## src/rtl/accum_cpu.sv

```systemverilog
`default_nettype none
// ============================================================================
// Module  : accum_cpu
// Brief   : Multi-cycle accumulator CPU (8-op ISA) with a mem_ready wait-state bus.
//           Optional macro ACPU_CARRY_EN adds a carry flag and turns opcode 7 into JC.
// Revision: 1.0 - initial release
// ============================================================================
module accum_cpu #(
  parameter int DATA_W = 8,
  parameter int ADDR_W = 5
) (
  input  logic              clk,
  input  logic              reset,
  output logic [ADDR_W-1:0] adr_bus,
  output logic              rd_mem,
  output logic              wr_mem,
  input  logic [DATA_W-1:0] rd_data,
  output logic [DATA_W-1:0] wr_data,
  input  logic              mem_ready,
  output logic              zero,
`ifdef ACPU_CARRY_EN
  output logic              carry,
`endif
  output logic              halted
);

  localparam logic [2:0] c_OP_ADD = 3'd0;
  localparam logic [2:0] c_OP_SUB = 3'd1;
  localparam logic [2:0] c_OP_AND = 3'd2;
  localparam logic [2:0] c_OP_LDA = 3'd3;
  localparam logic [2:0] c_OP_STA = 3'd4;
  localparam logic [2:0] c_OP_JMP = 3'd5;
  localparam logic [2:0] c_OP_JZ  = 3'd6;
  localparam logic [2:0] c_OP_7   = 3'd7;

  typedef enum logic [2:0] {
    S_INIT   = 3'd0,
    S_FETCH  = 3'd1,
    S_DECODE = 3'd2,
    S_EXRD   = 3'd3,
    S_EXWR   = 3'd4,
    S_HALT   = 3'd5
  } state_t;

  state_t              r_state;
  state_t              w_next;
  logic [ADDR_W-1:0]   r_pc;
  logic [DATA_W-1:0]   r_ir;
  logic [DATA_W-1:0]   r_ac;
  logic [2:0]          w_op;
  logic [ADDR_W-1:0]   w_addr;
  logic [DATA_W-1:0]   w_sum;
  logic [DATA_W-1:0]   w_diff;
  logic                w_zero;

  assign w_op   = r_ir[DATA_W-1 -: 3];
  assign w_addr = r_ir[ADDR_W-1:0];
  assign w_zero = (r_ac == '0);
  assign zero   = w_zero;

`ifdef ACPU_CARRY_EN
  logic r_carry;
  logic w_cout;
  logic w_borrow;
  // One extra bit on each operation exposes carry-out / borrow.
  assign {w_cout, w_sum}    = {1'b0, r_ac} + {1'b0, rd_data};
  assign {w_borrow, w_diff} = {1'b0, r_ac} - {1'b0, rd_data};
  assign carry              = r_carry;
`else
  assign w_sum  = r_ac + rd_data;
  assign w_diff = r_ac - rd_data;
`endif

  always_ff @(posedge clk or negedge reset) begin
    if (!reset) r_state <= S_INIT;
    else        r_state <= w_next;
  end

  always_comb begin
    w_next  = r_state;
    rd_mem  = 1'b0;
    wr_mem  = 1'b0;
    adr_bus = '0;
    wr_data = '0;
    halted  = 1'b0;
    case (r_state)
      S_INIT:  w_next = S_FETCH;
      S_FETCH: begin
        rd_mem  = 1'b1;
        adr_bus = r_pc;
        if (mem_ready) w_next = S_DECODE;
      end
      S_DECODE: begin
        case (w_op)
          c_OP_ADD, c_OP_SUB, c_OP_AND, c_OP_LDA: w_next = S_EXRD;
          c_OP_STA:                               w_next = S_EXWR;
          c_OP_JMP, c_OP_JZ:                      w_next = S_FETCH;
`ifdef ACPU_CARRY_EN
          default:                                w_next = S_FETCH;
`else
          default:                                w_next = S_HALT;
`endif
        endcase
      end
      S_EXRD: begin
        rd_mem  = 1'b1;
        adr_bus = w_addr;
        if (mem_ready) w_next = S_FETCH;
      end
      S_EXWR: begin
        wr_mem  = 1'b1;
        adr_bus = w_addr;
        wr_data = r_ac;
        if (mem_ready) w_next = S_FETCH;
      end
      S_HALT: begin
`ifndef ACPU_CARRY_EN
        halted = 1'b1;
`endif
      end
      default: w_next = S_INIT;
    endcase
  end

  always_ff @(posedge clk or negedge reset) begin
    if (!reset) begin
      r_pc <= '0;
      r_ir <= '0;
      r_ac <= '0;
`ifdef ACPU_CARRY_EN
      r_carry <= 1'b0;
`endif
    end else begin
      case (r_state)
        S_FETCH: begin
          if (mem_ready) begin
            r_ir <= rd_data;
            r_pc <= r_pc + ADDR_W'(1);
          end
        end
        S_DECODE: begin
          // Branch target overrides the already-incremented PC.
          if (w_op == c_OP_JMP) r_pc <= w_addr;
          if (w_op == c_OP_JZ && w_zero) r_pc <= w_addr;
`ifdef ACPU_CARRY_EN
          if (w_op == c_OP_7 && r_carry) r_pc <= w_addr;
`endif
        end
        S_EXRD: begin
          if (mem_ready) begin
            case (w_op)
              c_OP_ADD: begin
                r_ac <= w_sum;
`ifdef ACPU_CARRY_EN
                r_carry <= w_cout;
`endif
              end
              c_OP_SUB: begin
                r_ac <= w_diff;
`ifdef ACPU_CARRY_EN
                r_carry <= w_borrow;
`endif
              end
              c_OP_AND: r_ac <= r_ac & rd_data;
              default:  r_ac <= rd_data;
            endcase
          end
        end
        default: ;
      endcase
    end
  end

endmodule
`default_nettype wire
```

## config.mk

```make
export PLATFORM = sky130hd
export DESIGN_NAME = accum_cpu
export DESIGN_NICKNAME = d
export VERILOG_FILES = /design/src/rtl/accum_cpu.sv
export SDC_FILE = /design/constraint.sdc
export NUM_CORES = 1
export LEC_CHECK = 0
export ABC_CLOCK_PERIOD_IN_PS = 5700
export CAP_MARGIN = 0
export CORE_MARGIN = 10
export CORE_UTILIZATION = 45
export CTS_CLUSTER_DIAMETER = 30
export DETAILED_ROUTE_END_ITERATION = 8
export PLACE_DENSITY_LB_ADDON = 0.3
export SLEW_MARGIN = 20
export SYNTH_ARGS = -nofsm -noshare
export SYNTH_HDL_FRONTEND = slang
export SYNTH_SLANG_ARGS = --single-unit
export TNS_END_PERCENT = 5
```

## constraint.sdc

```tcl
create_clock -name clk -period 5.7 [get_ports clk]
set_input_delay 0.57 -clock clk [delete_from_list [all_inputs] [get_ports clk]]
set_output_delay 0.57 -clock clk [all_outputs]
set_load 0.01 [all_outputs]
```

After elaboration in Yosys (flattened, before gate mapping). Cells that the tools add are included.

Input bits: 11. Register bits: 24. Output and inout bits: 17. Word-level logic and storage cells: 50.

Bitwise gates (word level): 2. Eq/ne operators: 14. Add/sub/neg operators: 3. Reduce and logical (&&, ||, !) cells: 13. Mux-type cells: 14.

Operator list (number): $pmux 8 s3 (1); $pmux 5 s2 (2); $eq 3x3->1 const B (5); $mux 5 (3); $pmux 3 s5 (1); $eq 3x2->1 const B (4); $pmux 3 s3 (1); $add 8x8->8 (1); $and 8x8->8 (1); $logic_not 8->1 (1); $mux 8 (1); $sub 8x8->8 (1); $eq 3x1->1 const B (2); $logic_not 3->1 (2); $mux 3 (2); $reduce_and 3->1 (2); $reduce_or 2->1 (3); $add 5x1->5 const B (1); $reduce_and 2->1 (2); $reduce_or 4->1 (1); $mux 1 (3); $ne 3x3->1 const B (1); $ne 2x1->1 const B (1); $ne 2x2->1 const B (1); other kinds (3) (3).

Logic depth before layout (Yosys ltp). Gate-level depths: netlist (run 1).

Word-level depth: 4. Gate-level depth with buffers: 10. Gate-level depth less buffers: 10.

Worst setup path after synthesis (run 1). OpenSTA, ideal clock, no wires.

Kind: reg-to-reg. Start: reg r_ir[7]. End: reg r_ac[5]. Path buffers: 0. Setup time: 0.095 ns. Slack: 3.324 ns. Data required time: 5.605 ns. Clock period less this slack: 2.376 ns. Arrival: 2.280 ns. Stages on the path, launching flop included: 10. Cells stage by stage: dfrtp_1 > nor3b_2 > mux2_2 > inv_1 > ha_1 > nor2b_1 > o31a_1 > o21a_1 > o21a_1 > o31ai_1.

Word-level cells in the longest chain between the ends: 2. Elaborated cells between the ends (all ways): 4. Those cells by class: eq/ne: 2; mux: 1; reduce/logical: 1.

Ends and longest elaborated chain: start, declared (RTL line 48) `logic [DATA_W-1:0] r_ir;`; start signal, assigned (RTL line 137) `r_ir <= rd_data;`; $eq 3x2->1, or another cell as far along (RTL line 151) `case (w_op)`; $pmux 8 s3 * (RTL line 151); end signal, assigned (RTL line 153) `r_ac <= w_sum;`; end signal, assigned (RTL line 159) `r_ac <= w_diff;`; end signal, assigned (RTL line 164) `c_OP_AND: r_ac <= r_ac & rd_data;`; end, declared (RTL line 49) `logic [DATA_W-1:0] r_ac;`.

Every way passes the cells marked *; elsewhere a longest branch is shown, timed or not. A chain may end at the register's enable or synchronous reset.

Worst setup path after layout (run 1).
Start: reg r_state[1]. End: out wr_data[4].

Word-level cells in the longest chain between the ends: 2.

Ends and longest elaborated chain: start, declared (RTL line 45) `state_t r_state;`; start signal, assigned (RTL line 76) `else r_state <= w_next;`; $eq 3x3->1 (RTL line 86) `case (r_state)`; $mux 8 (RTL line 86); end, declared (RTL line 18) `output logic [DATA_W-1:0] wr_data,`.

No other way between the ends.

==> results of run 1 <==
==> routing by layer <==
layer  GRT usage, %  part of all wire, %  vias to the layer above
met5              0                    0                        -
met3           3.50                  7.4                        6
met4           3.44                  1.3                        0
met1           20.5                   44                      877
li1               -                    -                      883
met2           23.9                   47                       63
==> worst min path at each step <==
stage / depth (start not counted) / endpoint / slack [ns]
finish: 2 / r_pc[4] / 0.56
global route: 2 / r_pc[1] / 0.59
CTS: 2 / r_pc[4] / 0.56
detailed placement: 2 / r_pc[4] / 0.54
global placement: 2 / r_pc[4] / 0.53
floorplan: 0 / r_ac[0] / 0.27
==> through the flow <==
step / hold slack, ns / area (um^2) / total power [mW]
floorplan: 0.274 / 1960 / 0.934
global placement: 0.528 / 2250 / 1.14
detailed placement: 0.538 / 2250 / 1.16
CTS: 0.558 / 2330 / 1.32
global route: 0.592 / 2330 / 1.45
finish: 0.557 / 2330 / 1.33
==> critical path, stage by stage, from the launching register on <==
cell and delay [ns]:
dfrtp_1 0.64, nand2b_1 0.34, nor2_1 0.66, and2_1 0.25, clkdlybuf4s50_1 0.55
==> registers in the layout (all words and copies together), names as in the netlist <==
signal / count
r_ac: 8
r_ir: 8
r_pc: 5
r_state: 3
==> logic make-up (layout without fill, tap and decap cells) <==
group | Yosys count | after routing
AO/OA/AOI/OAI | 62 | 62
XOR/XNOR | 10 | 10
adder cells (fa/ha/maj) | 11 | 11
buffers and inverters | 29 | 50
flip-flops | 24 | 24
multiplexers | 16 | 16
AND/OR/NAND/NOR | 83 | 83
==> cells in the mapped netlist, drive strengths merged, types with 2 or more instances <==
cell     n  area [um^2]
o32ai    3         26.3
dfrtp   24          601
a211oi   2         15.0
a31oi    3         18.8
a22o     2         17.5
nor2b    3         18.8
nor3     9         45.0
nand2b   2         12.5
clkbuf   6         22.5
nor4     2         18.8
nand3    4         20.0
nand3b   2         15.0
and2     9         56.3
a22oi    3         22.5
o221ai   3         26.3
or4      4         30.0
nand2   15         56.3
mux2i    9         90.1
o21a     3         22.5
o31ai    2         20.0
buf      6         28.8
nor2    29          111
o22ai    4         25.0
o21ai   19         95.1
ha      10          125
inv     17         63.8
mux2     7         78.8
nor3b    2         20.0
a21oi   10         50.1
xnor2    9         78.8
==> layout make-up <==
class                      count  area [um^2]
clock buffer                   3         41.3
clock inverter                 1         30.0
fill                         382         1790
inverter                      17         63.8
multi-input combinational    182         1240
sequential                    24          601
tap                           50         62.6
timing repair buffer          29          285
==> power by group <==
part	internal [mW]	switching [mW]
sequential	0.250	0.158
combinational	0.374	0.387
clock	0.0941	0.0627
==> layout by cell type, fill, tap and decap left out, types with 2 or more instances in the layout <==
cell             netlist  layout
nor2b_1                3       3
a211oi_1               2       2
a31oi_1                3       3
nand2_1               15      15
and2_1                 9       9
mux2_2                 7       7
nand3b_1               2       2
mux2i_1                9       9
o32ai_1                3       3
a21oi_1               10      10
nand3_1                4       4
inv_1                 17      17
clkdlybuf4s50_1        0      27
o221ai_1               3       3
o22ai_1                4       4
a22oi_1                3       3
dfrtp_1               24      24
o21a_1                 3       3
nor3_1                 9       9
buf_4                  0       2
xnor2_1                9       9
nor2_1                28      28
nand2b_1               2       2
ha_1                  10      10
clkbuf_8               0       3
a22o_1                 2       2
o21ai_0               19      19
or4_1                  4       4
==> results_dict.tcl, run 1 <==
set metrics [dict create \
    vias_per_cell 5.98 \
    syn_to_final_growth_pct 18.8 \
    cts_sinks 24 \
    fin_skew_ns 0.00906 \
    grt_pass1_vias 1806 \
    final_util_pct 56.5 \
    period_minus_slack_ns 3.29 \
    hold_viol 0 \
    cts_tree "built" \
    core-area_um2 4120 \
    synth-edff-count 0 \
    synthXorXnorAreaFrac_pct 4.47 \
    synthSimpleGateAreaFrac_pct 22.2 \
    clock-root-buffer "clkbuf_8" \
    hold_class "flop to flop" \
    dp.cells 302 \
    dp_slack_ns 2.54 \
    syn_area_um2 1960 \
    async_flop_share_pct 100 \
    nets 279 \
    io_pins 28 \
    finalWirelength_um 5460 \
    vias 1829 \
    grt_setup_unrepaired "no" \
    ant_nets 0 \
    clock_path_buffers 2 \
    place_congestion 0.906 \
    worstRegToRegCells 8 \
    dr.first_iter.drc_count 232 \
    clock.fmax_mhz 304 \
    synth_ff_type "dfrtp_1" \
    worstSetupEndpointType "output port" \
    status "finished, final reports clean" \
    ctsHoldBuffers 0 \
    portBuffers 27 \
    rr_startpoint "r_ir[5]" \
    start_util_pct 47.6 \
    r2r_slack_ns 2.73 \
    ys_ff_latch 24 \
    rr_endpoint "r_ac[6]" \
    slew_viol_final 0 \
    tightest_slew_ns 0.825 \
    p_leak_nw 0.976 \
    synth_adder_area_share_pct 7.41 \
    drive_above_1_share_pct 7.03 \
    numCtsBuffers 3 \
    critical_path_required_ns 5.13 \
    powerDensity_nw_per_um2 570 \
    synth-compound-area-share_pct 20.8 \
    diodes 0 \
    syn_nets 257 \
    ctsResizeCount 0 \
    layout_setup_ws_ns 2.41 \
    insertion_delay_ns 0.28 \
    yosysSeqAreaShare_pct 30.7 \
    critPathKind "flop to output port" \
    grt_pass1_wl_um 9410 \
    setup-violations-final 0 \
    maxCapViolCount 0 \
    tns_ns 0 \
    yosysUniqueCellTypes 47 \
    startpoint_type "flop" \
    crit_end "wr_data[4]" \
    synth_mux_area_share_pct 8.63 \
    drt-wirelength-per-cell_um 17.8 \
    grt_overflow 0 \
    antenna_found_initial 0 \
    avgSynthCellArea_um2 8.33 \
    cts_max_level 1 \
    synth_warnings 0 \
    peakVddDrop_uv 266 \
    grt_max_degree 25 \
    die_height_um 86.0 \
    dieArea_um2 7390 \
    synthCells 235 \
    hpwl_um 4030 \
    grtUsageTotal_pct 15.2 \
    firstDrtPassIters 4 \
    postCtsSetupBuffers 0 \
    clk_pin_slew_ns 0.10 \
    synth_top_family_by_area "simple AND/OR/NAND/NOR gates" \
    timing.final.crit_share_pct 57.8 \
    instances_no_fill 306 \
    cp-startpoint "r_state[1]" \
    drcViolationCount 0 \
    min_from "r_pc[4]" \
    dieWidth_um 86.0 \
    cp.arrival_ns 2.72 \
    core.rowCount 23 \
    critPathMaxFanout 18 \
    slew_headroom_pct 44.8 \
]
No activity file was read; power rests on OpenSTA's default activity.
==> run 2, diff against run 1 <==
--- a/config.mk
+++ b/config.mk
@@ -5,7 +5,7 @@
 export SDC_FILE = /design/constraint.sdc
 export NUM_CORES = 1
 export LEC_CHECK = 0
-export ABC_CLOCK_PERIOD_IN_PS = 5700
+export ABC_CLOCK_PERIOD_IN_PS = 2660
 export CAP_MARGIN = 0
 export CORE_MARGIN = 10
 export CORE_UTILIZATION = 45
==> constraint.sdc (replaced) <==
create_clock -name clk -period 2.66 [get_ports clk]
set_input_delay 0.266 -clock clk [delete_from_list [all_inputs] [get_ports clk]]
set_output_delay 0.266 -clock clk [all_outputs]
set_load 0.01 [all_outputs]
==> run 2 against run 1 <==
  * Count of clock-buffer cells in the layout did not move
  * Design area rose by 7.4%
  * Sequential power rose by 84%
  * Worst setup slack got worse by 2.2 ns
  * Power rose by 130%
  * First-iteration DRC count fell by 26%
  * Critical endpoint is now r_ac[6]
==> results_dict.tcl, run 2 (synthesis results as in run 1) <==
set metrics [dict create \
    postCtsSetupBuffers 0 \
    die_height_um 86.0 \
    final_util_pct 60.7 \
    critPathMaxFanout 3 \
    placed_cell_area_um2 2430 \
    slew_headroom_pct 58.5 \
    cp.arrival_ns 2.70 \
    tns_ns 0 \
    grt_pass1_vias 1804 \
    status "finished, final reports clean" \
    layout_commonest_cell "nor2_1" \
    worstSetupEndpointType "flop" \
    insertion_delay_ns 0.28 \
    grt_overflow 0 \
    timing.final.crit_share_pct 93.0 \
    clock_path_buffers 2 \
    io_pins 28 \
    critical_path_required_ns 2.89 \
    grtUsageTotal_pct 14.8 \
    firstDrtPassIters 5 \
    drcViolationCount 0 \
    clk_pin_slew_ns 0.10 \
    tightest_slew_ns 0.618 \
    critPathKind "input port to flop" \
    clock.fmax_mhz 404 \
    antenna_found_initial 0 \
    grt_setup_unrepaired "no" \
    dr.first_iter.drc_count 172 \
    maxCapViolCount 0 \
    peakVddDrop_uv 719 \
    mostFrequentLayoutCells "nor2_1 (28), clkdlybuf4s50_1 (27), buf_4 (25)" \
    start_util_pct 47.6 \
    hold_viol 0 \
    nets 302 \
    setup-violations-final 0 \
    syn_to_final_growth_pct 27.6 \
    core-area_um2 4120 \
    dieArea_um2 7390 \
    drive_above_1_share_pct 14.7 \
    finalWirelength_um 5540 \
    powerDensity_nw_per_um2 1210 \
    cts_tree "built" \
    startpoint_type "input port" \
    reg_top3 "r_ac x8, r_ir x8, r_pc x5" \
    diodes 0 \
    slew_viol_final 0 \
    ctsHoldBuffers 0 \
    grt_pass1_wl_um 8830 \
    vias_per_cell 5.85 \
    p_leak_nw 1.09 \
    vias 1925 \
    hold_class "input port to async pin" \
    dieWidth_um 86.0 \
    portBuffers 27 \
    power_mw 3.02 \
    numCtsBuffers 3 \
    ctsResizeCount 0 \
    clock-root-buffer "clkbuf_8" \
    design_area_um2 2500 \
    core.rowCount 23 \
    grt_max_degree 25 \
    ant_nets 0 \
    cts_max_level 1 \
    place_congestion 0.918 \
    drt-wirelength-per-cell_um 16.8 \
    period_minus_slack_ns 2.47 \
    cts_sinks 24 \
    fin_skew_ns 0.00999 \
    hpwl_um 4210 \
]
[run 2: layer usage]
metal	vias up	wire length, um	global-route usage, %
met3	9	498	4.16
met5	-	0	0
met2	82	2540	23.8
met1	905	2420	18.3
met4	0	80	5.24
li1	929	-	-
[run 2: final timing paths]
check	start	end	slack [ns]	cells past startpoint
worst max-delay path	rd_data[0]	r_ac[6]	0.19	11
worst min-delay path	reset	r_ac[1]	0.32	2
worst max register to register	r_ir[7]	r_ac[6]	0.26	9
worst min register to register	r_pc[4]	r_pc[4]	0.56	2
max in group asynchronous	reset	r_ir[3]	2.08	2
min in group clk	r_pc[4]	r_pc[4]	0.56	2
[run 2: where the power goes]
| group | switching (mW) | total, mW | internal [mW] |
|---|---|---|---|
| clock network | 0.137 | 0.339 | 0.202 |
| registers | 0.209 | 0.747 | 0.538 |
| logic | 0.998 | 1.94 | 0.938 |
| total | 1.34 | 3.02 | 1.68 |
[run 2: area by class of cell]
| cell class | count | area, um^2 |
|---|---|---|
| Multi-Input combinational cell | 182 | 1240 |
| Tap cell | 50 | 62.6 |
| Fill cell | 368 | 1620 |
| Clock inverter | 1 | 30.0 |
| Inverter | 17 | 63.8 |
| Clock buffer | 3 | 41.3 |
| Timing Repair Buffer | 52 | 458 |
| Sequential cell | 24 | 601 |
[run 2: per-stage QoR]
stage	worst slack, ns	hold WS, ns	instances
detailed placement	-0.0294	0.547	325
global placement	0.00841	0.521	325
finish	0.187	0.323	329
CTS	0.230	0.347	329
global route	0.0377	0.355	329
floorplan	0.284	-0.0296	235
[run 2: critical path: stages]
cell             delay [ns]
clkdlybuf4s50_1        0.49
inv_1                  0.05
ha_1                   0.22
nor2_1                 0.13
xnor2_1                0.13
ha_1                   0.27
nor2b_1                0.14
o21ai_0                0.26
a21boi_0               0.16
or4_1                  0.49
nand3_1                0.09
==> run 3, diff against run 2 <==
--- a/config.mk
+++ b/config.mk
@@ -9,6 +9,7 @@
 export CAP_MARGIN = 0
 export CORE_MARGIN = 10
 export CORE_UTILIZATION = 45
+export CTS_BUF_LIST = sky130_fd_sc_hd__clkbuf_16
 export CTS_CLUSTER_DIAMETER = 30
 export DETAILED_ROUTE_END_ITERATION = 8
 export PLACE_DENSITY_LB_ADDON = 0.3
@@ -16,4 +17,3 @@
 export SYNTH_ARGS = -nofsm -noshare
 export SYNTH_HDL_FRONTEND = slang
 export SYNTH_SLANG_ARGS = --single-unit
-export TNS_END_PERCENT = 5
==> run 3 against run 2 <==
  * Final cell count did not move
  * Design area up 1.4%
  * Via count shrank 0.31%
  * Power increased by 3.3%
  * Fmax is essentially flat
  * Flip-flop and latch count unchanged
  * Critical path depth unchanged
  * Routed wire length increased by 0.45%
  * Largest power group unchanged
==> results_dict.tcl, run 3 (synthesis results as in run 1) <==
set metrics [dict create \
    grt_max_degree 25 \
    critical_path_required_ns 2.86 \
    drive_above_1_share_pct 14.7 \
    combPwrFrac_pct 62.1 \
    nets 302 \
    crit_path_top_delay_cell "clkdlybuf4s50_1" \
    core.rowCount 23 \
    rr_startpoint "r_ir[7]" \
    io_pins 28 \
    p_seq_share_pct 23.9 \
    grt_pass1_vias 1815 \
    period_minus_slack_ns 2.47 \
    tightest_slew_ns 0.640 \
    grt_setup_unrepaired "no" \
    ctsResizeCount 0 \
    startpoint_type "input port" \
    syn_to_final_growth_pct 29.3 \
    powerDensity_nw_per_um2 1230 \
    cp-startpoint "rd_data[0]" \
    critPathMaxFanout 3 \
    hpwl_um 4210 \
    grtUsageTotal_pct 14.9 \
    hold_class "input port to async pin" \
    cts_sinks 24 \
    p_leak_nw 1.11 \
    clock-root-buffer "clkbuf_16" \
    crit_end "r_ac[6]" \
    ctsHoldBuffers 0 \
    antenna_found_initial 0 \
    ant_nets 0 \
    firstDrtPassIters 5 \
    drcViolationCount 0 \
    peakVddDrop_uv 677 \
    worst_path_largest_cell_delay_ns 0.49 \
    rr_endpoint "r_ac[6]" \
    grt_overflow 0 \
    slew_headroom_pct 57.1 \
    cp.arrival_ns 2.67 \
    r2r_slack_ns 0.27 \
    timing.final.crit_share_pct 92.9 \
    numCtsBuffers 3 \
    reg_top3 "r_ac x8, r_ir x8, r_pc x5" \
    worstRegToRegCells 9 \
    critPathKind "input port to flop" \
    slew_viol_final 0 \
    die_height_um 86.0 \
    dieWidth_um 86.0 \
    clk_pin_slew_ns 0.07 \
    drt-wirelength-per-cell_um 16.9 \
    final_util_pct 61.5 \
    switching_power_mw 1.35 \
    fin_skew_ns 0.00577 \
    setup-violations-final 0 \
    insertion_delay_ns 0.26 \
    cts_tree "built" \
    clock.fmax_mhz 405 \
    netSwitchingFraction_pct 43.1 \
    place_congestion 0.918 \
    start_util_pct 47.6 \
    power_frac_clock_pct 14.0 \
    portBuffers 27 \
    cts_max_level 1 \
    finalWirelength_um 5560 \
    vias 1919 \
    maxCapViolCount 0 \
    hold_viol 0 \
    p_int_mw 1.78 \
    layout_commonest_cell "nor2_1" \
    worstSetupEndpointType "flop" \
    dr.first_iter.drc_count 133 \
    dp_slack_ns -0.0294 \
    diodes 0 \
    mostFrequentLayoutCells "nor2_1 (28), clkdlybuf4s50_1 (27), buf_4 (25)" \
    layout_setup_ws_ns 0.188 \
    core-area_um2 4120 \
    status "finished, final reports clean" \
    dieArea_um2 7390 \
    clock_path_buffers 2 \
    crit_chain "clkdlybuf4s50_1, inv_1, ha_1, nor2_1, xnor2_1, ha_1, nor2b_1, o21ai_0, a21boi_0, or4_1, nand3_1" \
    grt_pass1_wl_um 8980 \
    cp_common_cell "ha_1" \
    vias_per_cell 5.83 \
    postCtsSetupBuffers 0 \
]
-- run 3: cell type report --
type,count,area (um^2)
clock buffers,3,75.1
clock inverters,1,30.0
fillers,360,1580
inverters,17,63.8
multi-input cells,182,1240
flip-flops and latches,24,601
well taps,50,62.6
repair buffers,52,458
-- run 3: worst min-delay path by stage --
stage	slack (ns)	cells past startpoint	end
global placement	0.52	2	r_pc[4]
global route	0.39	2	r_ac[1]
detailed placement	0.55	2	r_pc[4]
CTS	0.38	2	r_ac[1]
finish	0.36	2	r_ac[5]
floorplan	-0.03	0	r_ac[0]
-- run 3: worst max-delay path, delay by kind of cell --
kind | cells | cell delay (ns)
and+or+nand+nor | 4 | 0.85
buffers and inverters | 2 | 0.54
adders and majority gates | 2 | 0.49
AOI/OAI and AO/OA | 2 | 0.39
xor gates and xnor gates | 1 | 0.13
-- run 3: power by group through the flow --
stage	Clock, mW	Sequential [mW]	Combinational [mW]
after floorplan	0	0.683	1.32
after global placement	0	0.737	1.86
after detailed placement	0	0.746	1.92
after CTS	0.442	0.741	1.93
after global routing	0.463	0.770	2.14
final	0.438	0.746	1.94
-- run 3: per-layer routing --
layer	track usage, %	vias to the layer above	part of all wire [%]
met5	0	-	0
met4	4.34	0	1.1
met3	4.07	9	9.7
met2	24.1	78	47
met1	18.9	904	42
li1	-	928	-
-- run 3: metrics by stage --
step                hold WS (ns)  TNS [ns]  total power, mW  instances  instance area [um^2]
global route               0.388         0             3.37        329                  2530
finish                     0.363         0             3.12        329                  2530
detailed placement         0.547   -0.0494             2.66        325                  2430
CTS                        0.380         0             3.12        329                  2530
global placement           0.521         0             2.60        325                  2430
floorplan                -0.0296         0             2.00        235                  1960
